[config.mk]
export PLATFORM = sky130hd
export DESIGN_NAME = regfile_param
export DESIGN_NICKNAME = d
export VERILOG_FILES = /design/src/rtl/cpu_pkg.sv /design/src/rtl/regfile_clear_ctrl.sv /design/src/rtl/regfile_param.sv
export SDC_FILE = /design/constraint.sdc
export NUM_CORES = 1
export LEC_CHECK = 0
export CAP_MARGIN = 40
export CORE_MARGIN = 3
export CORE_UTILIZATION = 45
export CTS_BUF_LIST = sky130_fd_sc_hd__clkbuf_8
export DETAILED_ROUTE_END_ITERATION = 10
export PLACE_DENSITY = 0.77
export SKIP_CTS_REPAIR_TIMING = 1
export SLEW_MARGIN = 10
export SYNTH_ARGS = -nofsm -noshare
export SYNTH_HDL_FRONTEND = slang
export SYNTH_SLANG_ARGS = --single-unit
[constraint.sdc]
create_clock -name clk -period 4.6 [get_ports clk]
set_clock_uncertainty 0.05 [all_clocks]
set_input_delay 0.46 -clock clk [delete_from_list [all_inputs] [get_ports clk]]
set_output_delay 0.46 -clock clk [all_outputs]
set_load 0.03 [all_outputs]
[src/rtl/cpu_pkg.sv]
// Shared CPU datapath constants.
// Holds the default register-file geometry used by decode, writeback and the
// register file, plus the two-state encoding of the register-file clear
// sequencer.
package cpu_pkg;

  // Default register-file geometry shared across the datapath.
  localparam int unsigned RF_DATA_W = 16;
  localparam int unsigned RF_ADDR_W = 2;

  // Register-file clear sequencer states.
  localparam logic RF_ST_IDLE  = 1'b0;
  localparam logic RF_ST_CLEAR = 1'b1;

  // Number of entries for a given address width.
  function automatic int unsigned rf_depth(input int unsigned addr_w);
    return 32'd1 << addr_w;
  endfunction

endpackage

[src/rtl/regfile_clear_ctrl.sv]
// Register-file clear sequencer.
// After reset, or on a soft-clear request while idle, sweeps every entry
// once, issuing one zero-write per cycle, then returns to idle.
// Ports:
//   clk      - rising-edge clock
//   rst      - synchronous active-high reset; restarts the sweep at entry 0
//   clr_req  - one-cycle pulse; starts a sweep when idle, ignored otherwise
//   ready    - 1 when idle (no sweep in progress)
//   clr_we   - zero-write strobe for the storage array
//   clr_addr - entry being zeroed this cycle
module regfile_clear_ctrl
  import cpu_pkg::*;
#(
  parameter int unsigned ADDR_W = RF_ADDR_W
) (
  input  logic              clk,
  input  logic              rst,
  input  logic              clr_req,
  output logic              ready,
  output logic              clr_we,
  output logic [ADDR_W-1:0] clr_addr
);

  localparam logic [ADDR_W-1:0] CntLast = '1;

  logic              state_q, state_d;
  logic [ADDR_W-1:0] cnt_q, cnt_d;

  always_comb begin
    state_d = state_q;
    cnt_d   = cnt_q;
    case (state_q)
      RF_ST_IDLE: begin
        if (clr_req) begin
          state_d = RF_ST_CLEAR;
          cnt_d   = '0;
        end
      end
      RF_ST_CLEAR: begin
        // The last entry is zeroed in the same cycle the state flips back.
        cnt_d = cnt_q + ADDR_W'(1);
        if (cnt_q == CntLast) begin
          state_d = RF_ST_IDLE;
        end
      end
      default: begin
        state_d = RF_ST_CLEAR;
        cnt_d   = '0;
      end
    endcase
  end

  always_ff @(posedge clk) begin
    if (rst) begin
      state_q <= RF_ST_CLEAR;
      cnt_q   <= '0;
    end else begin
      state_q <= state_d;
      cnt_q   <= cnt_d;
    end
  end

  assign ready    = (state_q == RF_ST_IDLE);
  assign clr_we   = (state_q == RF_ST_CLEAR);
  assign clr_addr = cnt_q;

endmodule

[src/rtl/regfile_param.sv]
// Parametrised CPU register file: 2**ADDR_W entries of DATA_W bits, one write
// port, two registered (1-cycle) read ports, hardware clear after reset or on
// request, and optional hardwired-zero entry 0.
// Build option: define REGFILE_BYPASS_EN for write-first behaviour on a
// same-cycle read/write of one address; otherwise reads return the old value.
// Ports:
//   clk      - rising-edge clock
//   rst      - synchronous active-high reset
//   clr_req  - one-cycle pulse requesting a clear of every entry
//   ready    - 1 when idle: writes accepted, reads valid
//   we       - write enable (dropped while not ready)
//   w_addr   - write address
//   w_data   - write data
//   r_addr1  - read address, port 1
//   r_addr2  - read address, port 2
//   r_data1  - registered read data, port 1
//   r_data2  - registered read data, port 2
module regfile_param
  import cpu_pkg::*;
#(
  parameter int unsigned DATA_W  = RF_DATA_W,
  parameter int unsigned ADDR_W  = RF_ADDR_W,
  parameter int unsigned ZERO_R0 = 0
) (
  input  logic              clk,
  input  logic              rst,
  input  logic              clr_req,
  output logic              ready,
  input  logic              we,
  input  logic [ADDR_W-1:0] w_addr,
  input  logic [DATA_W-1:0] w_data,
  input  logic [ADDR_W-1:0] r_addr1,
  input  logic [ADDR_W-1:0] r_addr2,
  output logic [DATA_W-1:0] r_data1,
  output logic [DATA_W-1:0] r_data2
);

  localparam int unsigned Depth  = rf_depth(ADDR_W);
  localparam bit          ZeroR0 = (ZERO_R0 != 0);

  logic              clr_we;
  logic [ADDR_W-1:0] clr_addr;

  regfile_clear_ctrl #(
    .ADDR_W (ADDR_W)
  ) u_clear_ctrl (
    .clk      (clk),
    .rst      (rst),
    .clr_req  (clr_req),
    .ready    (ready),
    .clr_we   (clr_we),
    .clr_addr (clr_addr)
  );

  // Storage. No reset: the clear sweep zeroes it, and reads are forced to
  // zero until the sweep completes.
  logic [DATA_W-1:0] mem_q [Depth];

  logic              ext_we;
  logic              mem_we;
  logic [ADDR_W-1:0] mem_waddr;
  logic [DATA_W-1:0] mem_wdata;

  // An external write is only accepted while idle and not in reset.
  assign ext_we = we & ready & ~rst;

  // Clear sweep and external writes never overlap (ready is low while
  // sweeping), so the priority order only matters for readability.
  always_comb begin
    mem_we    = 1'b0;
    mem_waddr = w_addr;
    mem_wdata = w_data;
    if (!rst) begin
      if (clr_we) begin
        mem_we    = 1'b1;
        mem_waddr = clr_addr;
        mem_wdata = '0;
      end else if (ext_we && !(ZeroR0 && (w_addr == '0))) begin
        mem_we = 1'b1;
      end
    end
  end

  always_ff @(posedge clk) begin
    if (mem_we) begin
      mem_q[mem_waddr] <= mem_wdata;
    end
  end

  // Read ports, handled as a two-element array to keep both paths identical.
  logic [ADDR_W-1:0] r_addr [2];
  logic [DATA_W-1:0] rd_d   [2];
  logic [DATA_W-1:0] rd_q   [2];

  assign r_addr[0] = r_addr1;
  assign r_addr[1] = r_addr2;

  always_comb begin
    for (int p = 0; p < 2; p++) begin
      rd_d[p] = '0;
      if (ready && !(ZeroR0 && (r_addr[p] == '0))) begin
        rd_d[p] = mem_q[r_addr[p]];
`ifdef REGFILE_BYPASS_EN
        // Write-first: forward the accepted write data to a matching read.
        if (ext_we && (w_addr == r_addr[p])) begin
          rd_d[p] = w_data;
        end
`endif
      end
    end
  end

  always_ff @(posedge clk) begin
    if (rst) begin
      rd_q[0] <= '0;
      rd_q[1] <= '0;
    end else begin
      rd_q[0] <= rd_d[0];
      rd_q[1] <= rd_d[1];
    end
  end

  assign r_data1 = rd_q[0];
  assign r_data2 = rd_q[1];

endmodule
==> flow_metrics.tcl, run 1 <==
set metrics [dict create \
    outcome "completed" \
    die_w_um 101 \
    globalRouteMet2Util 0.276 \
    min_period_ns 2.19 \
    grt_antenna_before_repair 0 \
    numPortBuffers 58 \
    route.detailed.drc 0 \
    dr.pass1.iters 4 \
    hold_depth 2 \
    synth_top_area_share 0.477 \
    synth_area_mm2 0.00403 \
    setup_viol 0 \
    die_h_um 101 \
    synthFlopType "edfxtp_1" \
    layout-drive-gt1-share 0.172 \
    routed_wl_mm 7.66 \
    cts-buffers-inserted 9 \
    synth_warnings 0 \
    ant_nets 0 \
    clock_path_buffers 2 \
    seq_area_frac_synth 0.650 \
    worstMarginPinSlew_ns 0.854 \
    avgSynthCellArea_um2 15.7 \
    finalCritPeriodShare 0.476 \
    ir_drop_mv 0.209 \
    clkPwrFrac 0.321 \
    gp_congestion 0.742 \
    grt_use_met1 0.182 \
    busiest_layer "met2" \
    dieArea_mm2 0.0101 \
    hold_class "reg2reg" \
    pwr-share-seq 0.579 \
    rows 33 \
    async_flop_share 0 \
    cap_violations 0 \
    rsz0062_at_grt "no" \
    ys_ff_latch 99 \
    cp-start-kind "register" \
    cp.required_ns 4.09 \
    dpl_cell_area_mm2 0.00474 \
    comb_power_share 0.100 \
    ios 59 \
    fillers 644 \
    total_leakage_power_uw 0.00183 \
    syn_inst 257 \
    start_util 0.476 \
    grt.overflow.total 0 \
    hpwlAfterDp_mm 5.04 \
    synth_edf_count 64 \
    cp.arrival_ns 1.68 \
    synth_cell_types 25 \
    layout-area-overhead-vs-synth_pct 22.6 \
    n_antenna_cell 0 \
    ctsHtreeMaxLevel 3 \
    power_density_mw_per_mm2 354 \
    p_switching_uw 412 \
    via_per_inst 5.40 \
    cts.clk_slew.worst_paths_ns 0.09 \
    fmax_mhz 457 \
    grt_util_all_layers 0.158 \
    synth.most_common_cell "mux2i_1" \
    cts_num_sinks 99 \
    insertion_delay_ns 0.37 \
    crit_type "reg2out" \
    grt_max_degree 19 \
    tritoncts "yes" \
    grt_pass1_wl_mm 12.0 \
    cp_max_fo 18 \
    internal_power_uw 1340 \
    swShare 0.235 \
    drt_iter0_markers 71 \
    cts_root_buf "clkbuf_8" \
    via_count 2290 \
    utilization 0.584 \
    synth_common_cells "mux2i_1, edfxtp_1, dfxtp_1" \
    grt_pass1_vias 2399 \
    ff2ff_path_depth 3 \
    wl_per_cell_um 18.1 \
    stdcell_area_mm2 0.00494 \
    nNetsFinal 341 \
    synth_nets 284 \
    slew_headroom 0.431 \
    tns_ns 0 \
    core_mm2 0.00846 \
    slew_violations 0 \
    crit_path_end_kind "primary output" \
    synthTopCellsByArea "edfxtp_1, dfxtp_1, mux2i_1" \
    grt.met3_usage 0.0381 \
    yosysTopAreaCell "edfxtp_1" \
    report.final.hold_viol_count 0 \
]
-- cell type report --
class,instances,area [um2],area share
clock buffers,10,138,0.0278
clock inverters,6,65.1,0.0132
inverters,1,3.75,0.000759
well taps,105,131,0.0266
repair buffers,66,711,0.144
multi-input cells,137,1270,0.258
flip-flops and latches,99,2620,0.530
-- state kept, by name, summed over array words and instances, names as in the netlist --
name,cells
mem_q,64
rd_q,32
u_clear_ctrl.clr_we,1
u_clear_ctrl.clr_addr,2
-- cells in the final DEF, fill, tap and decap left out, drive strengths merged --
cell and n:
a211oi 4, a21o 1, a21oi 2, and2 16
buf 10, bufinv 1, clkbuf 10, clkdlybuf4s50 56
clkinvlp 3, dfxtp 35, edfxtp 64, ha 1
inv 3, mux2 1, mux2i 65, nand2 3
nand2b 3, nand3b 1, o22ai 32, or2 1
or3 2, or3b 5
-- power groups by stage --
stage / Clock (uW) / Sequential (uW) / Combinational (uW)
after floorplan: 0 / 1040 / 103
after global placement: 0 / 1030 / 164
after detailed placement: 0 / 1040 / 175
after CTS: 568 / 1010 / 175
after global routing: 606 / 1020 / 187
final: 563 / 1010 / 175
-- worst max-delay path, cell delays in order, from the launching register on --
cell	delay (ns)
dfxtp_1	0.64
inv_1	0.07
clkdlybuf4s50_1	0.60
-- per-stage QoR --
stage          hold WS [ns]  setup WS (ns)  cells  power (uW)
6_report              0.505           2.41    424        1750
5_1_grt               0.547           2.29    424        1810
2_1_floorplan         0.453           1.91    257        1140
3_3_place_gp          0.476           2.17    404        1200
3_5_place_dp          0.489           2.21    408        1210
4_1_cts               0.509           2.39    424        1760
-- cell families after synthesis --
kind of cell             after synthesis  share of synthesized area
flip-flops                            99                      0.650
AO/OA/AOI/OAI                         39                     0.0940
buffers and inverters                 21                     0.0388
adder cells (fa/ha/maj)                1                    0.00310
AND/OR/NAND/NOR                       31                     0.0496
multiplexers                          66                      0.164
-- path summary, 6_finish.rpt --
check,slack [ns],from,endpoint
hold / removal,0.51,mem_q[0][15],rd_q[0][15]
setup reg to reg,2.62,u_clear_ctrl.clr_we,mem_q[1][12]
setup / recovery,2.41,u_clear_ctrl.clr_we,ready
hold reg to reg,0.51,mem_q[0][15],rd_q[0][15]
-- layer usage --
layer / vias up / part of all wire
li1: 1087 / -
met1: 1129 / 0.41
met2: 60 / 0.53
met3: 14 / 0.040
met4: 0 / 0.020
met5: - / 0
Note: power is estimated with default switching activity, not from simulation.
==> inputs of run 2 (changes only) <==
==> constraint.sdc (replaced) <==
create_clock -name clk -period 2.2 [get_ports clk]
set_clock_uncertainty 0.05 [all_clocks]
set_input_delay 0.22 -clock clk [delete_from_list [all_inputs] [get_ports clk]]
set_output_delay 0.22 -clock clk [all_outputs]
set_load 0.03 [all_outputs]
==> run 2 against run 1 <==
Against the previous run: final area increased by 0.48%; sequential power increased by 110%; critical path type unchanged; sequential share of layout area decreased by 0.25 points.
==> flow_metrics.tcl, run 2 (synthesized netlist as in run 1, its figures left out) <==
set metrics [dict create \
    grt_antenna_before_repair 0 \
    cp.arrival_ns 1.69 \
    min_from "r_addr1[1]" \
    holdWs_ns 0.382 \
    p_total_uw 3750 \
    via_count 2301 \
    tritoncts "yes" \
    numPortBuffers 58 \
    n_antenna_cell 0 \
    slew_headroom 0.608 \
    worst_r2r_endpoint "mem_q[0][10]" \
    grt_pass1_vias 2473 \
    regToRegSetupSlack_ns 0.41 \
    setup_slack_ns 0.244 \
    start_util 0.476 \
    die_w_um 101 \
    grt_util_all_layers 0.162 \
    cts_root_buf "clkbuf_8" \
    crit_path_end_kind "primary output" \
    clock_path_buffers 2 \
    insertion_delay_ns 0.36 \
    hold_class "in2reg" \
    dr.pass1.iters 4 \
    ir_drop_mv 0.332 \
    largest_reg_flops 64 \
    wl_per_cell_um 18.2 \
    finalCritPeriodShare 0.889 \
    nNetsFinal 345 \
    report.final.hold_viol_count 0 \
    grt.overflow.total 0 \
    dpl_worst_slack_ns 0.140 \
    cp_max_fo 10 \
    mostFrequentLayoutCell "mux2i_1" \
    ant_nets 0 \
    min_to "rd_q[0][15]" \
    core_mm2 0.00846 \
    ios 59 \
    hold_depth 3 \
    worstMarginPinSlew_ns 0.588 \
    layout-area-overhead-vs-synth_pct 23.2 \
    ff2ff_path_depth 3 \
    cp.required_ns 1.93 \
    route.detailed.drc 0 \
    min_period_ns 1.96 \
    drt_iter0_markers 66 \
    r2r_start "u_clear_ctrl.clr_we" \
    crit_type "reg2out" \
    ctsHtreeMaxLevel 3 \
    cap_violations 0 \
    slowest_delay_ns 0.58 \
    dieArea_mm2 0.0101 \
    setup_viol 0 \
    slew_violations 0 \
    cpMaxStageDelayCell "clkdlybuf4s50_1" \
    rsz0062_at_grt "no" \
    power_density_mw_per_mm2 755 \
    path_cells "buf_4 > inv_1 > clkdlybuf4s50_1" \
    regMostFlops "mem_q" \
    hpwlAfterDp_mm 5.26 \
    wl_met1_mm 3.13 \
    cts_num_sinks 99 \
    routed_wl_mm 7.78 \
    fmax_mhz 511 \
    wl_met2_mm 4.20 \
    layout-drive-gt1-share 0.183 \
    top_layer_used "met4" \
    cp-start-kind "register" \
    mostFrequentLayoutCells "mux2i_1, edfxtp_1, clkdlybuf4s50_1" \
    die_h_um 101 \
    grt_max_degree 20 \
    via_per_inst 5.39 \
    cts.clk_slew.worst_paths_ns 0.09 \
    cts-buffers-inserted 9 \
    grt_pass1_wl_mm 12.4 \
    outcome "completed" \
    total_leakage_power_uw 0.00185 \
    rows 33 \
    route.met3.wl_um 287 \
    fillers 646 \
    gp_congestion 0.745 \
]
==> run 2: cell types whose count changed in the layout (fill, tap and decap cells not counted), sizes merged <==
cell      change
clkinvlp      -3
buf           +4
bufinv        +1
inv           -1
clkinv        +2
==> run 2: metrics by stage <==
step | setup TNS (ns) | area, um2 | cells | util
6_report | 0 | 4970 | 427 | 0.587
5_1_grt | 0 | 4970 | 427 | 0.587
4_1_cts | 0 | 4970 | 427 | 0.587
3_5_place_dp | 0 | 4750 | 412 | 0.562
3_3_place_gp | 0 | 4750 | 412 | 0.562
2_1_floorplan | -14.84 | 4040 | 257 | -
==> run 2: worst max path at each step <==
stage / startpoint / to / cells past startpoint
finish: u_clear_ctrl.clr_we / ready / 3
global route: u_clear_ctrl.clr_we / ready / 3
CTS: u_clear_ctrl.clr_we / ready / 3
detailed placement: we / mem_q[0][11] / 4
global placement: we / mem_q[0][6] / 4
floorplan: u_clear_ctrl.clr_we / mem_q[0][0] / 3
==> run 2: layout make-up <==
type	instances	area, um2	area share
inverters	1	3.75	0.000755
clock inverters	5	76.3	0.0154
flip-flops and latches	99	2620	0.528
well taps	105	131	0.0264
repair buffers	70	723	0.146
multi-input cells	137	1270	0.256
clock buffers	10	138	0.0277
==> run 2: power by group <==
group | switching [uW] | internal, uW
sequential | 42.2 | 2080
combinational | 200 | 180
clock | 588 | 662
==> run 2: worst max-delay path, delay by kind of cell, from the launching register on <==
kind | cells | cell delay (ns)
buffers and inverters | 3 | 0.83
DFF | 1 | 0.49
==> run 2: per-layer routing <==
layer | track usage | vias up
li1 | - | 1097
met2 | 0.293 | 44
met5 | 0 | -
met4 | 0.0725 | 0
met1 | 0.185 | 1146
met3 | 0.0311 | 14
